===== src/rtl/fetch_pkg.sv =====
// rtl/fetch_pkg.sv - shared state encoding, constants and PC helpers for the fetch stage
package fetch_pkg;

  typedef enum logic [1:0] {
    IDLE = 2'd0,
    REQ  = 2'd1,
    WAIT = 2'd2
  } fetch_state_t;

  localparam logic [31:0] NOP_INSTR = 32'h0000_0013;
  localparam logic [31:0] PC_STEP   = 32'd4;

  function automatic logic [31:0] word_align(input logic [31:0] addr);
    return {addr[31:2], 2'b00};
  endfunction

endpackage


===== src/rtl/fetch_stage_if.sv =====
// rtl/fetch_stage_if.sv - instruction-memory request/response port (req/ready + rvalid)
interface fetch_stage_if;

  logic        imem_req;
  logic [31:0] imem_addr;
  logic        imem_ready;
  logic        imem_rvalid;
  logic [31:0] imem_rdata;

  modport master (
    output imem_req,
    output imem_addr,
    input  imem_ready,
    input  imem_rvalid,
    input  imem_rdata
  );

  modport slave (
    input  imem_req,
    input  imem_addr,
    output imem_ready,
    output imem_rvalid,
    output imem_rdata
  );

endinterface


===== src/rtl/fetch_stage.sv =====
// rtl/fetch_stage.sv - instruction fetch: single outstanding request, one-entry output buffer
module fetch_stage #(
  parameter logic [31:0] RESET_PC  = 32'h0000_0000,
  parameter logic [31:0] NOP_INSTR = fetch_pkg::NOP_INSTR
) (
  input  logic                 clk,
  input  logic                 rst,
  input  logic                 stall_f,
  input  logic                 redirect,
  input  logic [31:0]          redirect_pc,
  fetch_stage_if.master        imem,
  output logic [31:0]          Instr,
  output logic [31:0]          PC,
  output logic [31:0]          PC_plus4,
  output logic                 instr_valid,
  output logic                 misalign_err
);

  import fetch_pkg::*;

  fetch_state_t state_q, state_d;
  logic [31:0]  fetch_pc_q, fetch_pc_d;
  logic         kill_q, kill_d;
  logic [31:0]  instr_q, instr_d;
  logic [31:0]  pc_q, pc_d;
  logic [31:0]  pc_plus4_q, pc_plus4_d;
  logic         valid_q, valid_d;
  logic         misalign_q, misalign_d;

  logic         redirect_act;
  logic         buf_free;
  logic         accept;
  logic         resp;
  logic         capture;
  logic [31:0]  target;

  // Redirect is ignored in IDLE: nothing has been issued yet and the first fetch is pending.
  assign redirect_act = redirect && (state_q != IDLE);
  assign target       = word_align(redirect_pc);
  assign buf_free     = !valid_q || !stall_f;
  assign accept       = (state_q == REQ) && imem.imem_ready;
  assign resp         = (state_q == WAIT) && imem.imem_rvalid;
  assign capture      = resp && !kill_q && !redirect_act && buf_free;

  always_ff @(posedge clk or posedge rst) begin
    if (rst) begin
      state_q <= IDLE;
    end else begin
      state_q <= state_d;
    end
  end

  always_comb begin
    state_d = state_q;
    case (state_q)
      IDLE: state_d = REQ;
      REQ:  if (accept) state_d = WAIT;
      // A held response leaves WAIT only once it is dropped or the buffer can take it.
      WAIT: if (resp && (kill_q || redirect_act || buf_free)) state_d = REQ;
      default: state_d = IDLE;
    endcase
  end

  always_ff @(posedge clk or posedge rst) begin
    if (rst) begin
      fetch_pc_q <= RESET_PC;
      kill_q     <= 1'b0;
      misalign_q <= 1'b0;
    end else begin
      fetch_pc_q <= fetch_pc_d;
      kill_q     <= kill_d;
      misalign_q <= misalign_d;
    end
  end

  always_comb begin
    fetch_pc_d = fetch_pc_q;
    kill_d     = kill_q;
    misalign_d = redirect_act && (redirect_pc[1:0] != 2'b00);
    if (redirect_act) begin
      fetch_pc_d = target;
      // Something is still owed by memory unless this cycle's response is the one being dropped.
      kill_d     = accept || ((state_q == WAIT) && !imem.imem_rvalid);
    end else if (resp && kill_q) begin
      kill_d     = 1'b0;
    end else if (capture) begin
      fetch_pc_d = fetch_pc_q + PC_STEP;
    end
  end

  always_ff @(posedge clk or posedge rst) begin
    if (rst) begin
      instr_q    <= NOP_INSTR;
      pc_q       <= RESET_PC;
      pc_plus4_q <= RESET_PC + PC_STEP;
      valid_q    <= 1'b0;
    end else begin
      instr_q    <= instr_d;
      pc_q       <= pc_d;
      pc_plus4_q <= pc_plus4_d;
      valid_q    <= valid_d;
    end
  end

  always_comb begin
    instr_d    = instr_q;
    pc_d       = pc_q;
    pc_plus4_d = pc_plus4_q;
    valid_d    = valid_q;
    if (redirect_act) begin
      instr_d = NOP_INSTR;
      valid_d = 1'b0;
    end else if (capture) begin
      instr_d    = imem.imem_rdata;
      pc_d       = fetch_pc_q;
      pc_plus4_d = fetch_pc_q + PC_STEP;
      valid_d    = 1'b1;
    end else if (valid_q && !stall_f) begin
      instr_d = NOP_INSTR;
      valid_d = 1'b0;
    end
  end

  assign imem.imem_req  = (state_q == REQ);
  assign imem.imem_addr = fetch_pc_q;
  assign Instr          = instr_q;
  assign PC             = pc_q;
  assign PC_plus4       = pc_plus4_q;
  assign instr_valid    = valid_q;
  assign misalign_err   = misalign_q;

endmodule


===== src/flat_wrapper.sv =====
// flat-port wrapper written by rule: the top's interface ports become plain ports
module fetch_stage_flat import fetch_pkg::*;
#(
  parameter logic [31:0] RESET_PC  = 32'h0000_0000,
  parameter logic [31:0] NOP_INSTR = fetch_pkg::NOP_INSTR
)
  (clk, rst, stall_f, redirect, redirect_pc, Instr, PC, PC_plus4, instr_valid, misalign_err, imem_imem_req, imem_imem_addr, imem_imem_ready, imem_imem_rvalid, imem_imem_rdata);
  fetch_stage_if imem_i ();
  input  logic clk;
  input  logic rst;
  input  logic stall_f;
  input  logic redirect;
  input  logic [31:0] redirect_pc;
  output logic [31:0] Instr;
  output logic [31:0] PC;
  output logic [31:0] PC_plus4;
  output logic instr_valid;
  output logic misalign_err;
  output wire logic [$bits(imem_i.imem_req)-1:0] imem_imem_req;
  output wire logic [$bits(imem_i.imem_addr)-1:0] imem_imem_addr;
  input wire logic [$bits(imem_i.imem_ready)-1:0] imem_imem_ready;
  input wire logic [$bits(imem_i.imem_rvalid)-1:0] imem_imem_rvalid;
  input wire logic [$bits(imem_i.imem_rdata)-1:0] imem_imem_rdata;
  assign imem_imem_req = imem_i.imem_req;
  assign imem_imem_addr = imem_i.imem_addr;
  assign imem_i.imem_ready = imem_imem_ready;
  assign imem_i.imem_rvalid = imem_imem_rvalid;
  assign imem_i.imem_rdata = imem_imem_rdata;
  fetch_stage #(.RESET_PC(RESET_PC), .NOP_INSTR(NOP_INSTR)) u_core (.clk(clk), .rst(rst), .stall_f(stall_f), .redirect(redirect), .redirect_pc(redirect_pc), .imem(imem_i), .Instr(Instr), .PC(PC), .PC_plus4(PC_plus4), .instr_valid(instr_valid), .misalign_err(misalign_err));
endmodule

===== config.mk =====
export PLATFORM = sky130hd
export DESIGN_NAME = fetch_stage_flat
export DESIGN_NICKNAME = d
export VERILOG_FILES = /design/src/rtl/fetch_pkg.sv /design/src/rtl/fetch_stage_if.sv /design/src/rtl/fetch_stage.sv /design/src/flat_wrapper.sv
export SDC_FILE = /design/constraint.sdc
export NUM_CORES = 1
export LEC_CHECK = 0
export BUFFER_PORTS_ARGS = -buffer_cell sky130_fd_sc_hd__buf_2
export CAP_MARGIN = 40
export CORE_UTILIZATION = 45
export DETAILED_ROUTE_END_ITERATION = 7
export PLACE_DENSITY = 0.87
export SETUP_SLACK_MARGIN = 0.02
export SLEW_MARGIN = 20
export SYNTH_ARGS = -nofsm -noshare
export SYNTH_HDL_FRONTEND = slang
export SYNTH_SLANG_ARGS = --single-unit

===== constraint.sdc =====
create_clock -name clk -period 3.7 [get_ports clk]
set_input_delay 0.37 -clock clk [delete_from_list [all_inputs] [get_ports clk]]
set_output_delay 0.37 -clock clk [all_outputs]
set_load 0.05 [all_outputs]

==> flow_summary.toml, run 1 <==
[sta]
slew_violations = 0
finalSetupTns_ns = 0
grt_setup_unrepaired = "no"
fmax_mhz = 416
min_period_ns = 2.40
hold_ws_ns = 0.0805
tightest_slew_ns = 0.737
setup_violations = 0
fin_skew_ns = 0.0120
hold_viol_final = 0
fin_crit_sh_pct = 65.0
slew_headroom_pct = 50.8

[cts]
cts_max_level = 4
cts.path.max_buffers = 2
cts_tree = "yes"
cts_resized = 0
cts_sinks = 127
cts.reportedPaths.clkPinSlew_ns = 0.06
hold_buffers = 0
post_cts_buffers = 0
clock_latency_ns = 0.41
cts_root_buffer = "clkbuf_16"
numCtsBuffers = 17

[drt]
antenna_left = 0
vias = 5017
wire_per_inst_um = 15.6
viasPerCell = 5.21
firstDrtPassIters = 5
drc = 0
drt_iter0_drc = 337
wl_um = 15000

[final_layout]
drive_above_1_share_pct = 31.5
area_growth_syn_to_layout_pct = 29.8
nNetsFinal = 848
fillers = 1073
register_area_um2 = 3180
multi_input_area_um2 = 2390

[logic_synthesis]
netlist-cell-type-count = 38
synth-seq-area-share_pct = 55.0
synth_edf_count = 0
syn_area_per_cell_um2 = 9.66
async_flop_share_pct = 100
synth_warnings = 0
synthCells = 599
syn_area_um2 = 5790
synthFlopType = "dfrtp_1"
ys_seq_elements = 127

[die]
placementRows = 41
start_util_pct = 46.1
core_um2 = 12600
die_x_um = 115
die_h_um = 115
die-area_um2 = 13300
ios = 201

[critical_path]
crit_family = "simple AND/OR/NAND/NOR gates"
end_kind = "register"
cp_max_fo = 54
arrival_ns = 2.67
slowest_stage = "nand3_4"
critPathBufInv = 1
critPathMaxStageDelay_ns = 0.53
path_cells = "nand2b_1 > nor3_1 > nand3_4 > buf_4 > nand2_1 > o21ai_0"
startpoint_type = "register"
required_ns = 3.97
crit_type = "register to register"

[power_and_ir_drop]
irDropWorstVdd_uv = 600
power_density_nw_per_um2 = 1020
cellLeakagePower_nw = 3.79

[run]
max-cap-violations = 0

[global_route]
gr-total-overflow = 0
antenna_found_initial = 1
grtUsageTotal_pct = 23.5
grt_pass1_vias = 4598
grt_pass1_wl_um = 23700
grt_max_degree = 55

[status]
status = "finished clean"

[placement]
dp_hpwl_um = 10500
place_congestion = 0.750
portBuffers = 194

[worst_hold_path]
hold_path_class = "input pin to asynchronous set/reset pin"
worst register-to-register path: stages (launching register included):
cell,delay [ns]
dfrtp_1,0.43
nand2b_1,0.21
nor3_1,0.41
nand3_4,0.53
buf_4,0.47
nand2_1,0.13
o21ai_0,0.08
flip-flops by register name, indices dropped and copies added (netlist names):
register and count:
u_core.imem.imem_addr 30, u_core.state_q 2, u_core.misalign_err 1, u_core.PC_plus4 30, u_core.kill_q 1, u_core.Instr 32
u_core.PC 30, u_core.instr_valid 1
path summary, 6_finish.rpt:
check | depth (start not counted) | end | from | slack [ns]
setup reg to reg | 6 | u_core.PC_plus4[4] | u_core.state_q[0] | 1.30
max in group asynchronous | 3 | u_core.Instr[28] | rst | 2.50
hold / removal | 2 | u_core.PC[14] | rst | 0.08
min in group clk | 3 | u_core.imem.imem_addr[2] | redirect_pc[2] | 0.16
setup / recovery | 6 | u_core.PC_plus4[4] | u_core.state_q[0] | 1.30
hold reg to reg | 2 | u_core.PC_plus4[2] | u_core.PC_plus4[2] | 0.47
layout by cell type (no fill, tap or decap), types with 13 or more instances in the layout:
master     Yosys  final
nand3_1       23     22
nand2_1      176    176
dfrtp_1      123    123
o21ai_1       39     39
nand4_1       16     16
clkbuf_16      0     17
nor2_1        13     13
o21ai_0       16     16
xnor2_1       16     16
a22o_1        29     29
xor2_1        39     39
buf_2         21    194
cell type report:
class                      instances  share of cell area, %
timing repair buffer             202                   14.1
sequential                       127                   42.4
clock buffer                      23                   6.49
multi-input combinational        424                   31.8
tap                              172                   2.86
antenna                            1                 0.0333
inverter                           5                  0.300
clock inverter                     9                   2.08
routing by layer:
layer | up-vias | wire length (µm) | GRT usage (%)
li1 | 2379 | - | -
met1 | 2430 | 6630 | 31.3
met2 | 195 | 7350 | 37.6
met3 | 13 | 860 | 5.70
met4 | 0 | 182 | 8.40
met5 | - | 0 | 0
cell usage after synthesis (all sizes together), types with 2 or more instances:
library cell / count / area share [%]
nand4: 17 / 2.1
o211ai: 4 / 0.52
dfrtp: 123 / 53
and3: 7 / 0.76
buf: 28 / 2.7
a22o: 29 / 4.4
nand2: 176 / 11
nor4: 4 / 0.80
o21ai: 55 / 4.8
nand3: 25 / 2.3
clkbuf: 20 / 1.3
nand2b: 2 / 0.22
and2: 3 / 0.32
o22a: 3 / 0.45
or4: 2 / 0.26
inv: 5 / 0.32
nor2: 14 / 0.95
and4: 8 / 1.2
a21oi: 2 / 0.17
dfstp: 4 / 1.8
xnor2: 16 / 2.4
xor2: 39 / 5.9
nor3: 6 / 0.61
through the flow:
step | utilization, % | cells | power (mW) | worst slack, ns | cell area (µm²)
6_report | 59.8 | 963 | 7.67 | 1.30 | 7510
5_1_grt | 59.8 | 963 | 8.06 | 0.982 | 7510
4_1_cts | 59.8 | 962 | 7.72 | 1.30 | 7510
3_5_place_dp | 54.6 | 930 | 5.90 | 1.31 | 6870
3_3_place_gp | 54.3 | 928 | 5.80 | 1.40 | 6830
2_1_floorplan | - | 604 | 5.04 | 1.52 | 5810
kinds of logic after synthesis:
logic type	after synthesis	synth area share [%]
xor+xnor	55	8.32
other cells	1	0.0648
compound gates	97	10.9
fa+ha+maj	1	0.216
flops	127	55.0
simple gates	265	21.2
buf+inv	53	4.34
power by group:
| group | internal, mW | switching [mW] |
|---|---|---|
| clock | 1.20 | 0.595 |
| sequential | 1.90 | 0.620 |
| combinational | 0.813 | 2.55 |
Power figures use the tool's default switching activity.
==> run 2: changes to the inputs <==
==> constraint.sdc (replaced) <==
create_clock -name clk -period 2 [get_ports clk]
set_input_delay 0.2 -clock clk [delete_from_list [all_inputs] [get_ports clk]]
set_output_delay 0.2 -clock clk [all_outputs]
set_load 0.05 [all_outputs]
==> run 2 against run 1 <==
  * Clock skew shrank 0.0015 ns
  * Total power is 89% higher
  * Critical path depth is 1 lower
  * Cell area increased by 7.7%
  * Critical endpoint is now u_core.Instr[27]
  * Count of clock-buffer cells in the layout unchanged
==> flow_summary.toml, run 2 (same netlist as run 1, synthesis figures left out) <==
[status]
status = "finished clean"

[power_and_ir_drop]
cellLeakagePower_nw = 4.04
seqPwrFrac_pct = 31.8
switching_share_pct = 48.9
netSwitchingPower_mw = 7.07
power_density_nw_per_um2 = 1790
irDropWorstVdd_uv = 1090
p_int_mw = 7.39
power_mw = 14.5
power_frac_clock_pct = 23.1
combPwrFrac_pct = 45.2

[drt]
wl_met2_um = 8250
drc = 0
drt_iter0_drc = 296
viasPerCell = 5.17
antenna_left = 0
vias = 5275
route.met3.wl_um = 1220
firstDrtPassIters = 5
wire_per_inst_um = 16.2
drt-met1-wl_um = 6690
top_layer = "met4"
wl_um = 16500

[die]
die_h_um = 115
placementRows = 41
die_x_um = 115
core_um2 = 12600
die-area_um2 = 13300
start_util_pct = 46.1
ios = 201

[placement]
place_congestion = 0.790
placement.setup.worst_slack_ns = 0.0128
portBuffers = 194
placedInstanceArea_um2 = 7010
place_inst = 945
dp_hpwl_um = 10700

[worst_hold_path]
hold_path_class = "input pin to register"
holdPathEnd = "u_core.imem.imem_addr[6]"
holdPathStages = 3
holdCritStartpoint = "redirect_pc[6]"

[final_layout]
nNetsFinal = 906
area_growth_syn_to_layout_pct = 39.8
antenna_cells = 0
layout.cells.most_common_list = "buf_2 (194), nand2_1 (176), dfrtp_1 (112)"
largest_reg_flops = 32
fillers = 1008
drive_above_1_share_pct = 32.7
layout_commonest_cell = "buf_2"
final_cells = 1020
design_area_um2 = 8090
fin_util_pct = 64.4

[critical_path]
rrSetupSlack_ns = 0.14
cp_max_fo = 22
rr_startpoint = "u_core.state_q[0]"
r2r_end = "u_core.Instr[27]"
arrival_ns = 2.21
startpoint_type = "register"
required_ns = 2.35
ff2ff_path_depth = 5
end_kind = "register"
crit_type = "register to register"

[sta]
hold_viol_final = 0
min_period_ns = 1.86
tightest_slew_ns = 0.555
fmax_mhz = 537
fin_crit_sh_pct = 93.1
grt_setup_unrepaired = "no"
fin_skew_ns = 0.0105
slew_violations = 0
hold_ws_ns = 0.00938
setup_violations = 0
finalSetupTns_ns = 0
timing.final.ws_setup_ns = 0.139
slew_headroom_pct = 63.0

[global_route]
grt_max_degree = 56
antenna_found_initial = 0
grt_pass1_vias = 5019
grtUsageTotal_pct = 25.5
gr-total-overflow = 0
grt_pass1_wl_um = 25300

[cts]
cts_tree = "yes"
cts_sinks = 127
cts.reportedPaths.clkPinSlew_ns = 0.06
numCtsBuffers = 17
cts_root_buffer = "clkbuf_16"
cts.path.max_buffers = 2
clock_latency_ns = 0.42
cts_max_level = 4

[run]
max-cap-violations = 0
==> run 2: cell count changes in the layout (fill, tap and decap cells not counted), sizes merged <==
cell         delta
dlygate4sd3    +42
buf            +16
diode           -1
==> run 2: repair_timing <==
| action | CTS | global route |
|---|---|---|
| hold endpoints to repair | 59 | 0 |
| pin swaps | 1 | 1 |
| endpoints found under the setup margin | 8 | 25 |
| buffers inserted | 0 | 1 |
| resized for setup | 0 | 3 |
| hold buffers | 42 | 0 |
==> run 2: power groups by stage <==
| stage | clock network (mW) | registers, mW | logic, mW |
|---|---|---|---|
| after floorplan | 0 | 7.43 | 1.92 |
| after global placement | 0 | 4.56 | 6.33 |
| after detailed placement | 0 | 4.59 | 6.45 |
| after CTS | 3.38 | 4.57 | 6.53 |
| after global routing | 3.50 | 4.72 | 6.94 |
| final | 3.33 | 4.60 | 6.53 |
==> run 2: worst max-delay path, stage by stage, from the launching register on <==
cell and delay (ns):
dfrtp_1 0.43, nand2b_1 0.20, nor3_1 0.39, and3_2 0.30, buf_4 0.27, a22o_1 0.19
==> run 2: how the worst max path moves through the flow <==
stage	from	cells after the start	slack [ns]	end
4_1_cts	u_core.state_q[1]	6	0.06	u_core.imem.imem_addr[20]
5_1_grt	u_core.state_q[0]	5	0.03	u_core.Instr[27]
2_1_floorplan	u_core.imem.imem_addr[2]	6	0.009	u_core.imem.imem_addr[24]
3_3_place_gp	u_core.imem.imem_addr[2]	6	0.11	u_core.imem.imem_addr[30]
3_5_place_dp	u_core.imem.imem_addr[2]	6	0.01	u_core.imem.imem_addr[26]
6_report	u_core.state_q[0]	5	0.14	u_core.Instr[27]
==> run 2: layout make-up <==
cell class	count	area [µm²]	area share [%]
flip-flops and latches	127	3200	39.5
repair buffers	260	1620	20.0
well taps	172	215	2.66
clock inverters	9	156	1.93
multi-input cells	424	2400	29.6
inverters	5	22.5	0.278
clock buffers	23	488	6.03
==> run 2: layer usage <==
| layer | GRT usage [%] | vias up |
|---|---|---|
| li1 | - | 2485 |
| met1 | 31.0 | 2520 |
| met2 | 43.1 | 243 |
| met3 | 7.22 | 27 |
| met4 | 9.96 | 0 |
| met5 | 0 | - |
